`src/rtl/sdram_burst_write.sv`:
```
// Full-page SDRAM write burst: ACTIVE, WRITE plus streamed beats, BURST_STOP,
// PRECHARGE all, then a one-cycle wr_end back to the arbiter.
module sdram_burst_write #(
  parameter int TRCD_CLK = 2,
  parameter int TRP_CLK  = 2
) (
  input  logic        sys_clk,
  input  logic        sys_rst_n,
  input  logic        init_end,
  input  logic        wr_en,
  input  logic [22:0] wr_addr,
  input  logic [9:0]  wr_burst_len,
  input  logic [15:0] wr_data,
  output logic        wr_ack,
  output logic        wr_end,
  output logic [3:0]  wr_cmd,
  output logic [1:0]  wr_ba,
  output logic [12:0] wr_sdram_addr,
  output logic        wr_sdram_en,
  output logic [15:0] wr_sdram_data
);

  localparam logic [3:0] S_IDLE   = 4'd0;
  localparam logic [3:0] S_ACTIVE = 4'd1;
  localparam logic [3:0] S_TRCD   = 4'd2;
  localparam logic [3:0] S_WRITE  = 4'd3;
  localparam logic [3:0] S_DATA   = 4'd4;
  localparam logic [3:0] S_STOP   = 4'd5;
  localparam logic [3:0] S_PRECH  = 4'd6;
  localparam logic [3:0] S_TRP    = 4'd7;
  localparam logic [3:0] S_END    = 4'd8;

  localparam logic [3:0] CMD_NOP       = 4'b0111;
  localparam logic [3:0] CMD_ACTIVE    = 4'b0011;
  localparam logic [3:0] CMD_WRITE     = 4'b0100;
  localparam logic [3:0] CMD_BSTOP     = 4'b0110;
  localparam logic [3:0] CMD_PRECHARGE = 4'b0010;

  // Last counter value of the NOP wait states (only reached when the wait exists)
  localparam logic [9:0] TRCD_LAST = 10'((TRCD_CLK > 1) ? TRCD_CLK - 2 : 0);
  localparam logic [9:0] TRP_LAST  = 10'((TRP_CLK > 1) ? TRP_CLK - 2 : 0);

  logic [3:0] state_reg, state_next;
  logic [9:0] cnt_reg, cnt_next;
  logic [1:0] bank_reg;
  logic [7:0] col_reg;
  logic [9:0] len_reg;

  always_comb begin
    state_next = state_reg;
    cnt_next   = cnt_reg;
    case (state_reg)
      S_IDLE:   if (wr_en && init_end) state_next = S_ACTIVE;
      S_ACTIVE: begin
        cnt_next   = 10'd0;
        state_next = (TRCD_CLK > 1) ? S_TRCD : S_WRITE;
      end
      S_TRCD: begin
        if (cnt_reg == TRCD_LAST) begin
          cnt_next   = 10'd0;
          state_next = S_WRITE;
        end else begin
          cnt_next = cnt_reg + 10'd1;
        end
      end
      S_WRITE: begin
        // cnt holds the index of the beat carried in the current DATA cycle
        cnt_next   = 10'd1;
        state_next = (len_reg == 10'd1) ? S_STOP : S_DATA;
      end
      S_DATA: begin
        if (cnt_reg == len_reg - 10'd1) begin
          cnt_next   = 10'd0;
          state_next = S_STOP;
        end else begin
          cnt_next = cnt_reg + 10'd1;
        end
      end
      S_STOP:  state_next = S_PRECH;
      S_PRECH: begin
        cnt_next   = 10'd0;
        state_next = (TRP_CLK > 1) ? S_TRP : S_END;
      end
      S_TRP: begin
        if (cnt_reg == TRP_LAST) begin
          cnt_next   = 10'd0;
          state_next = S_END;
        end else begin
          cnt_next = cnt_reg + 10'd1;
        end
      end
      S_END:   state_next = S_IDLE;
      default: state_next = S_IDLE;
    endcase
  end

  // Outputs are decoded from the next state so they appear registered in the
  // same cycle as the state they belong to.
  always_ff @(posedge sys_clk or negedge sys_rst_n) begin
    if (!sys_rst_n) begin
      state_reg     <= S_IDLE;
      cnt_reg       <= 10'd0;
      bank_reg      <= 2'd0;
      col_reg       <= 8'd0;
      len_reg       <= 10'd0;
      wr_cmd        <= CMD_NOP;
      wr_ba         <= 2'd0;
      wr_sdram_addr <= 13'd0;
      wr_sdram_en   <= 1'b0;
      wr_ack        <= 1'b0;
      wr_end        <= 1'b0;
    end else begin
      state_reg <= state_next;
      cnt_reg   <= cnt_next;
      if (state_reg == S_IDLE && state_next == S_ACTIVE) begin
        bank_reg <= wr_addr[22:21];
        col_reg  <= wr_addr[7:0];
        len_reg  <= (wr_burst_len == 10'd0) ? 10'd1 : wr_burst_len;
      end
      wr_cmd        <= CMD_NOP;
      wr_ba         <= 2'd0;
      wr_sdram_addr <= 13'd0;
      wr_sdram_en   <= 1'b0;
      wr_ack        <= 1'b0;
      wr_end        <= 1'b0;
      case (state_next)
        S_ACTIVE: begin
          wr_cmd        <= CMD_ACTIVE;
          wr_ba         <= wr_addr[22:21];
          wr_sdram_addr <= wr_addr[20:8];
        end
        S_WRITE: begin
          wr_cmd        <= CMD_WRITE;
          wr_ba         <= bank_reg;
          wr_sdram_addr <= {5'b0, col_reg};
          wr_sdram_en   <= 1'b1;
          wr_ack        <= 1'b1;
        end
        S_DATA: begin
          wr_sdram_en <= 1'b1;
          wr_ack      <= 1'b1;
        end
        S_STOP: wr_cmd <= CMD_BSTOP;
        S_PRECH: begin
          wr_cmd        <= CMD_PRECHARGE;
          wr_ba         <= bank_reg;
          wr_sdram_addr <= 13'h0400;
        end
        S_END:   wr_end <= 1'b1;
        default: ;
      endcase
    end
  end

  // Show-ahead FIFO: the acked word is already on wr_data
  assign wr_sdram_data = wr_sdram_en ? wr_data : 16'h0000;

endmodule

```
`config.mk`:
```
export PLATFORM = sky130hd
export DESIGN_NAME = sdram_burst_write
export DESIGN_NICKNAME = d
export VERILOG_FILES = /design/src/rtl/sdram_burst_write.sv
export SDC_FILE = /design/constraint.sdc
export NUM_CORES = 1
export LEC_CHECK = 0
export BUFFER_PORTS_ARGS = -buffer_cell sky130_fd_sc_hd__clkbuf_2
export CAP_MARGIN = 10
export CORE_UTILIZATION = 40
export DETAILED_ROUTE_END_ITERATION = 8
export PLACE_DENSITY_LB_ADDON = 0.3
export SYNTH_ARGS = -nofsm -noshare
export SYNTH_HDL_FRONTEND = slang
export SYNTH_SLANG_ARGS = --single-unit
```
`constraint.sdc`:
```
create_clock -name sys_clk -period 3.4 [get_ports sys_clk]
set_input_delay 0.68 -clock sys_clk [delete_from_list [all_inputs] [get_ports sys_clk]]
set_output_delay 0.68 -clock sys_clk [all_outputs]
set_load 0.005 [all_outputs]
```
==> results.sh, run 1 <==
export IMPL_status="finished clean"
export IMPL_synth_top_area_share_pct=43.0
export IMPL_required_ns=3.59
export IMPL_synth_edf_count=0
export IMPL_vdd_drop_max_mv=0.406
export IMPL_vias=2370
export IMPL_final_max_slew_viol_count=0
export IMPL_yosysSeqAreaShare_pct=45.7
export IMPL_setup_viol=0
export IMPL_ys_ff_latch=54
export IMPL_synth_most_common_cell="dfrtp_1"
export IMPL_tightest_slew_ns=0.904
export IMPL_vias_per_cell=5.09
export IMPL_cts_path_max_buffers=2
export IMPL_nets=423
export IMPL_grt_pass1_wl_microns=10300
export IMPL_rows=31
export IMPL_leakage_uw=0.00169
export IMPL_synth_top_area_cell="dfrtp_1"
export IMPL_synth_cell_types=61
export IMPL_drt_pass1_iter_count=4
export IMPL_hold_viol_final=0
export IMPL_wl_met2_microns=3100
export IMPL_drtAntennaViolNets=0
export IMPL_largest_reg_flops=13
export IMPL_grt_overflow_total=0
export IMPL_drtIter0Drc=84
export IMPL_cts_buffers=5
export IMPL_arrival_ns=2.84
export IMPL_highest_layer="met4"
export IMPL_clk_latency_ns=0.31
export IMPL_crit_buf_inv=1
export IMPL_maxCapViolCount=0
export IMPL_path_clk_slew_ns=0.10
export IMPL_core_sq_um=7210
export IMPL_critPathSlowestCell="or3b_2"
export IMPL_post_cts_resized=0
export IMPL_wl_met1_microns=2800
export IMPL_netlist_top_cells_area="dfrtp_1 (43%), mux2_2 (6.8%), and2_1 (4.6%), nor2_1 (3.7%), a22o_1 (3.2%)"
export IMPL_synthesis_area_sq_um=2970
export IMPL_rsz0062_at_grt="no"
export IMPL_fmax_ghz=0.378
export IMPL_design_area_sq_um=3560
export IMPL_fin_tns_setup_ns=0
export IMPL_place_congestion=0.832
export IMPL_synth_fp_nets=340
export IMPL_grt_pass1_vias=2270
export IMPL_holdWs_ns=0.484
export IMPL_worstPathCellList="inv_1 -> ha_1 -> or3b_2 -> or3_4 -> a22oi_4 -> nand4_4 -> a221oi_1 -> nor2_1"
export IMPL_startpoint_type="flop"
export IMPL_h_tree_depth=2
export IMPL_cts_tree="yes"
export IMPL_slowest_delay_ns=0.51
export IMPL_final_layout_size_suffix_gt1_share_pct=38.4
export IMPL_ios=91
export IMPL_cts_sinks=54
export IMPL_post_route_min_period_ns=2.65
export IMPL_cpLargestDelayFamily="simple AND/OR/NAND/NOR gates"
export IMPL_ctsHoldBuffers=0
export IMPL_drc=0
export IMPL_diodes=0
export IMPL_root_buffer="clkbuf_8"
export IMPL_setup_worst_path_end_class="flop"
export IMPL_p_per_area_nw_per_um2=755
export IMPL_cp_max_fo=9
export IMPL_synth_flop_cell="dfrtp_1"
export IMPL_grt_max_degree=38
export IMPL_die_area_sq_um=7760
export IMPL_wl_per_cell_microns=13.5
export IMPL_grt_use_total_pct=17.0
export IMPL_fp_dieW_microns=88.1
export IMPL_period_share_pct=77.8
export IMPL_fp_dieH_microns=88.1
export IMPL_syn_instance_count=283
export IMPL_ys_top_cells_by_count="dfrtp_1 (51), nor2_1 (29), and2_1 (22)"
export IMPL_hold_class="in -> async"
export IMPL_crit_type="reg -> reg"
export IMPL_place_hpwl_microns=4860
export IMPL_wl_met3_microns=371
export IMPL_numPortBuffers=89
export IMPL_initial_utilization_pct=41.1
export IMPL_drt_wl_total_microns=6310
export IMPL_syn_to_final_growth_pct=20.1
export IMPL_ys_async_sr_fraction_pct=100
export IMPL_fin_skew_ns=0.00959
export IMPL_place_area_sq_um=3460
export IMPL_syn_avg_cell_area_sq_um=10.5
export IMPL_relSlewSlack_pct=39.7
export IMPL_grt_antenna_before_repair=0
export IMPL_yosys_warnings=0
export IMPL_cts_setup_buffers=0
==> power breakdown <==
| part | leakage [uW] | switching, uW | internal [uW] |
|---|---|---|---|
| logic | 0.000944 | 620 | 587 |
| clock network | 0.0000537 | 218 | 173 |
| registers | 0.000696 | 235 | 855 |
==> final timing paths <==
path,depth (start not counted),slack (ns),to,from
hold / removal,1,0.48,cnt_reg[4]$_DFFE_PN0P_,sys_rst_n
min in group sys_clk,1,0.50,wr_sdram_addr[4]$_DFF_PN0_,col_reg[4]$_DFFE_PN0P_
hold reg to reg,1,0.50,wr_sdram_addr[4]$_DFF_PN0_,col_reg[4]$_DFFE_PN0P_
setup reg to reg,8,0.75,cnt_reg[5]$_DFFE_PN0P_,len_reg[0]$_DFFE_PN0P_
max in group asynchronous,2,2.16,wr_cmd[2]$_DFF_PN1_,sys_rst_n
setup / recovery,8,0.75,cnt_reg[5]$_DFFE_PN0P_,len_reg[0]$_DFFE_PN0P_
==> final cells by class <==
cell class                 instances  area (sq um)
timing repair buffer              93           475
inverter                           9          33.8
multi-input combinational        203          1470
tap                               99           124
clock inverter                     2          20.0
sequential                        54          1360
clock buffer                       6          82.6
fill                             686          3650
==> per-stage QoR <==
| stage | worst slack (ns) | instances | util [%] | power, uW |
|---|---|---|---|---|
| after floorplan | 0.960 | 283 | - | 1990 |
| after global placement | 0.869 | 458 | 47.9 | 2280 |
| after detailed placement | 0.761 | 458 | 47.9 | 2320 |
| after CTS | 0.732 | 466 | 49.4 | 2710 |
| after global routing | 0.584 | 466 | 49.4 | 2900 |
| final | 0.755 | 466 | 49.4 | 2690 |
==> kinds of logic (layout without fill, tap and decap cells) <==
| logic type | count (synthesis) | in the layout | share of synthesized area [%] |
|---|---|---|---|
| and+or+nand+nor | 107 | 107 | 20.4 |
| AOI/OAI and AO/OA | 56 | 56 | 15.4 |
| DFF | 54 | 54 | 45.7 |
| buffers and inverters | 26 | 110 | 4.73 |
| muxes | 20 | 20 | 7.51 |
| xor gates and xnor gates | 15 | 15 | 4.43 |
| adders and majority gates | 4 | 4 | 1.69 |
| other | 1 | 1 | 0.126 |
==> placed cells by master, fill, tap and decap left out, types with 5 or more instances in the layout <==
master,netlist,layout
nand2_1,10,10
mux2_2,18,18
nand3_1,6,6
and2_1,22,22
o21ai_0,12,12
clkbuf_2,0,89
a22o_1,11,11
xor2_1,7,7
xnor2_1,8,8
dfrtp_1,51,51
a21oi_1,6,6
nor2_1,29,29
a221oi_1,5,5
clkbuf_8,0,6
inv_1,9,9
nor3_1,10,10
==> metal layers <==
metal,vias up,global-route usage (%)
li1,1176,-
met1,1128,22.0
met2,61,28.7
met3,5,4.62
met4,0,3.52
met5,-,0
No activity file was read; power rests on OpenSTA's default activity.
==> run 2, diff against run 1 <==
clock period = 2.8 ns   (was 3.4 ns; I/O delays follow)
==> run 2 against run 1 <==
  * Die area unchanged
  * Combinational power increased by 23%
  * Hold slack got worse by 0.20 ns
  * Cell count increased by 0.43%
  * Via count decreased by 0.17%
  * Largest cell class unchanged
  * Highest routed layer unchanged
==> results.sh, run 2 (synthesis gave the netlist of run 1 again) <==
export IMPL_status="finished clean"
export IMPL_core_sq_um=7210
export IMPL_p_per_area_nw_per_um2=911
export IMPL_maxCapViolCount=0
export IMPL_die_area_sq_um=7760
export IMPL_fp_dieH_microns=88.1
export IMPL_grt_use_total_pct=17.6
export IMPL_multi_input_area_sq_um=1470
export IMPL_ctsHoldBuffers=0
export IMPL_required_ns=2.99
export IMPL_fp_dieW_microns=88.1
export IMPL_diodes=0
export IMPL_fin_tns_setup_ns=0
export IMPL_initial_utilization_pct=41.1
export IMPL_reg2regPathDepth=8
export IMPL_relSlewSlack_pct=52.7
export IMPL_cts_sinks=54
export IMPL_vias=2366
export IMPL_hold_viol_final=0
export IMPL_fmax_ghz=0.374
export IMPL_arrival_ns=2.86
export IMPL_h_tree_depth=2
export IMPL_mostFrequentLayoutCell="clkbuf_2"
export IMPL_vias_per_cell=5.06
export IMPL_path_clk_slew_ns=0.10
export IMPL_drtIter0Drc=64
export IMPL_tightest_slew_ns=0.710
export IMPL_numPortBuffers=89
export IMPL_period_share_pct=95.4
export IMPL_num_fill_cells=686
export IMPL_cts_buffers=5
export IMPL_fin_util_pct=49.4
export IMPL_cp_max_fo=9
export IMPL_drc=0
export IMPL_largest_reg_flops=13
export IMPL_drtAntennaViolNets=0
export IMPL_vdd_drop_max_mv=0.447
export IMPL_drt_wl_total_microns=6590
export IMPL_place_congestion=0.809
export IMPL_fin_skew_ns=0.00695
export IMPL_cts_setup_buffers=0
export IMPL_dp_cells=460
export IMPL_final_layout_size_suffix_gt1_share_pct=38.8
export IMPL_crit_type="reg -> reg"
export IMPL_rsz0062_at_grt="no"
export IMPL_drt_pass1_iter_count=4
export IMPL_ios=91
export IMPL_cts_tree="yes"
export IMPL_hold_class="in -> async"
export IMPL_final_max_slew_viol_count=0
export IMPL_register_area_sq_um=1360
export IMPL_startpoint_type="flop"
export IMPL_grt_pass1_wl_microns=10600
export IMPL_post_route_min_period_ns=2.67
export IMPL_grt_overflow_total=0
export IMPL_mostFrequentLayoutCells="clkbuf_2 (89), dfrtp_1 (51), nor2_1 (29), and2_1 (22), mux2_2 (18)"
export IMPL_syn_to_final_growth_pct=20.1
export IMPL_leakage_uw=0.00170
export IMPL_grt_pass1_vias=2182
export IMPL_power_uw=3240
export IMPL_nets=425
export IMPL_wl_per_cell_microns=14.1
export IMPL_grt_antenna_before_repair=0
export IMPL_place_hpwl_microns=5040
export IMPL_grt_max_degree=30
export IMPL_root_buffer="clkbuf_8"
export IMPL_fin_cells=468
export IMPL_cts_path_max_buffers=2
export IMPL_clk_latency_ns=0.30
export IMPL_setup_viol=0
export IMPL_post_cts_resized=0
export IMPL_setup_worst_path_end_class="flop"
export IMPL_rows=31
==> run 2: through the flow <==
stage               hold WS [ns]  area, sq um  setup WS (ns)
detailed placement         0.477         3470          0.171
floorplan                  0.264         2970          0.360
global placement           0.473         3470          0.265
CTS                        0.316         3560          0.143
global route               0.350         3560        0.00823
finish                     0.285         3560          0.128
==> run 2: where the power goes <==
group	total, uW	internal [uW]	switching (uW)	leakage (uW)
clock	436	177	259	0.0000483
combinational	1490	722	768	0.000955
sequential	1320	1040	279	0.000696
==> run 2: final timing paths <==
| kind | startpoint | to | slack [ns] |
|---|---|---|---|
| max in group asynchronous | sys_rst_n | wr_cmd[0]$_DFF_PN1_ | 1.75 |
| max reg2reg | len_reg[0]$_DFFE_PN0P_ | cnt_reg[6]$_DFFE_PN0P_ | 0.13 |
| min reg2reg | col_reg[1]$_DFFE_PN0P_ | wr_sdram_addr[1]$_DFF_PN0_ | 0.50 |
| min | sys_rst_n | cnt_reg[1]$_DFFE_PN0P_ | 0.29 |
| max | len_reg[0]$_DFFE_PN0P_ | cnt_reg[6]$_DFFE_PN0P_ | 0.13 |
| min in group sys_clk | wr_addr[18] | wr_sdram_addr[10]$_DFF_PN0_ | 0.46 |
==> run 2: cell type report <==
| cell class | instances | share of cell area, % |
|---|---|---|
| clock buffer | 5 | 1.93 |
| clock inverter | 3 | 0.527 |
| inverter | 9 | 0.949 |
| multi-input combinational | 203 | 41.3 |
| sequential | 54 | 38.1 |
| tap | 99 | 3.48 |
| timing repair buffer | 95 | 13.8 |
==> run 2: critical path: stages, from the launching register on <==
cell and delay (ns):
dfrtp_1 0.46, inv_1 0.09, ha_1 0.21, or3b_2 0.51, or3_4 0.42, a22oi_4 0.21
nand4_4 0.23, a221oi_1 0.35, nor2_1 0.08
==> run 2: metal layers <==
layer	vias to the layer above	track usage [%]	share of wire, %
met5	-	0	0
met4	0	3.96	0.65
met3	4	4.24	6.0
met2	64	28.5	48
met1	1125	24.0	45
li1	1173	-	-
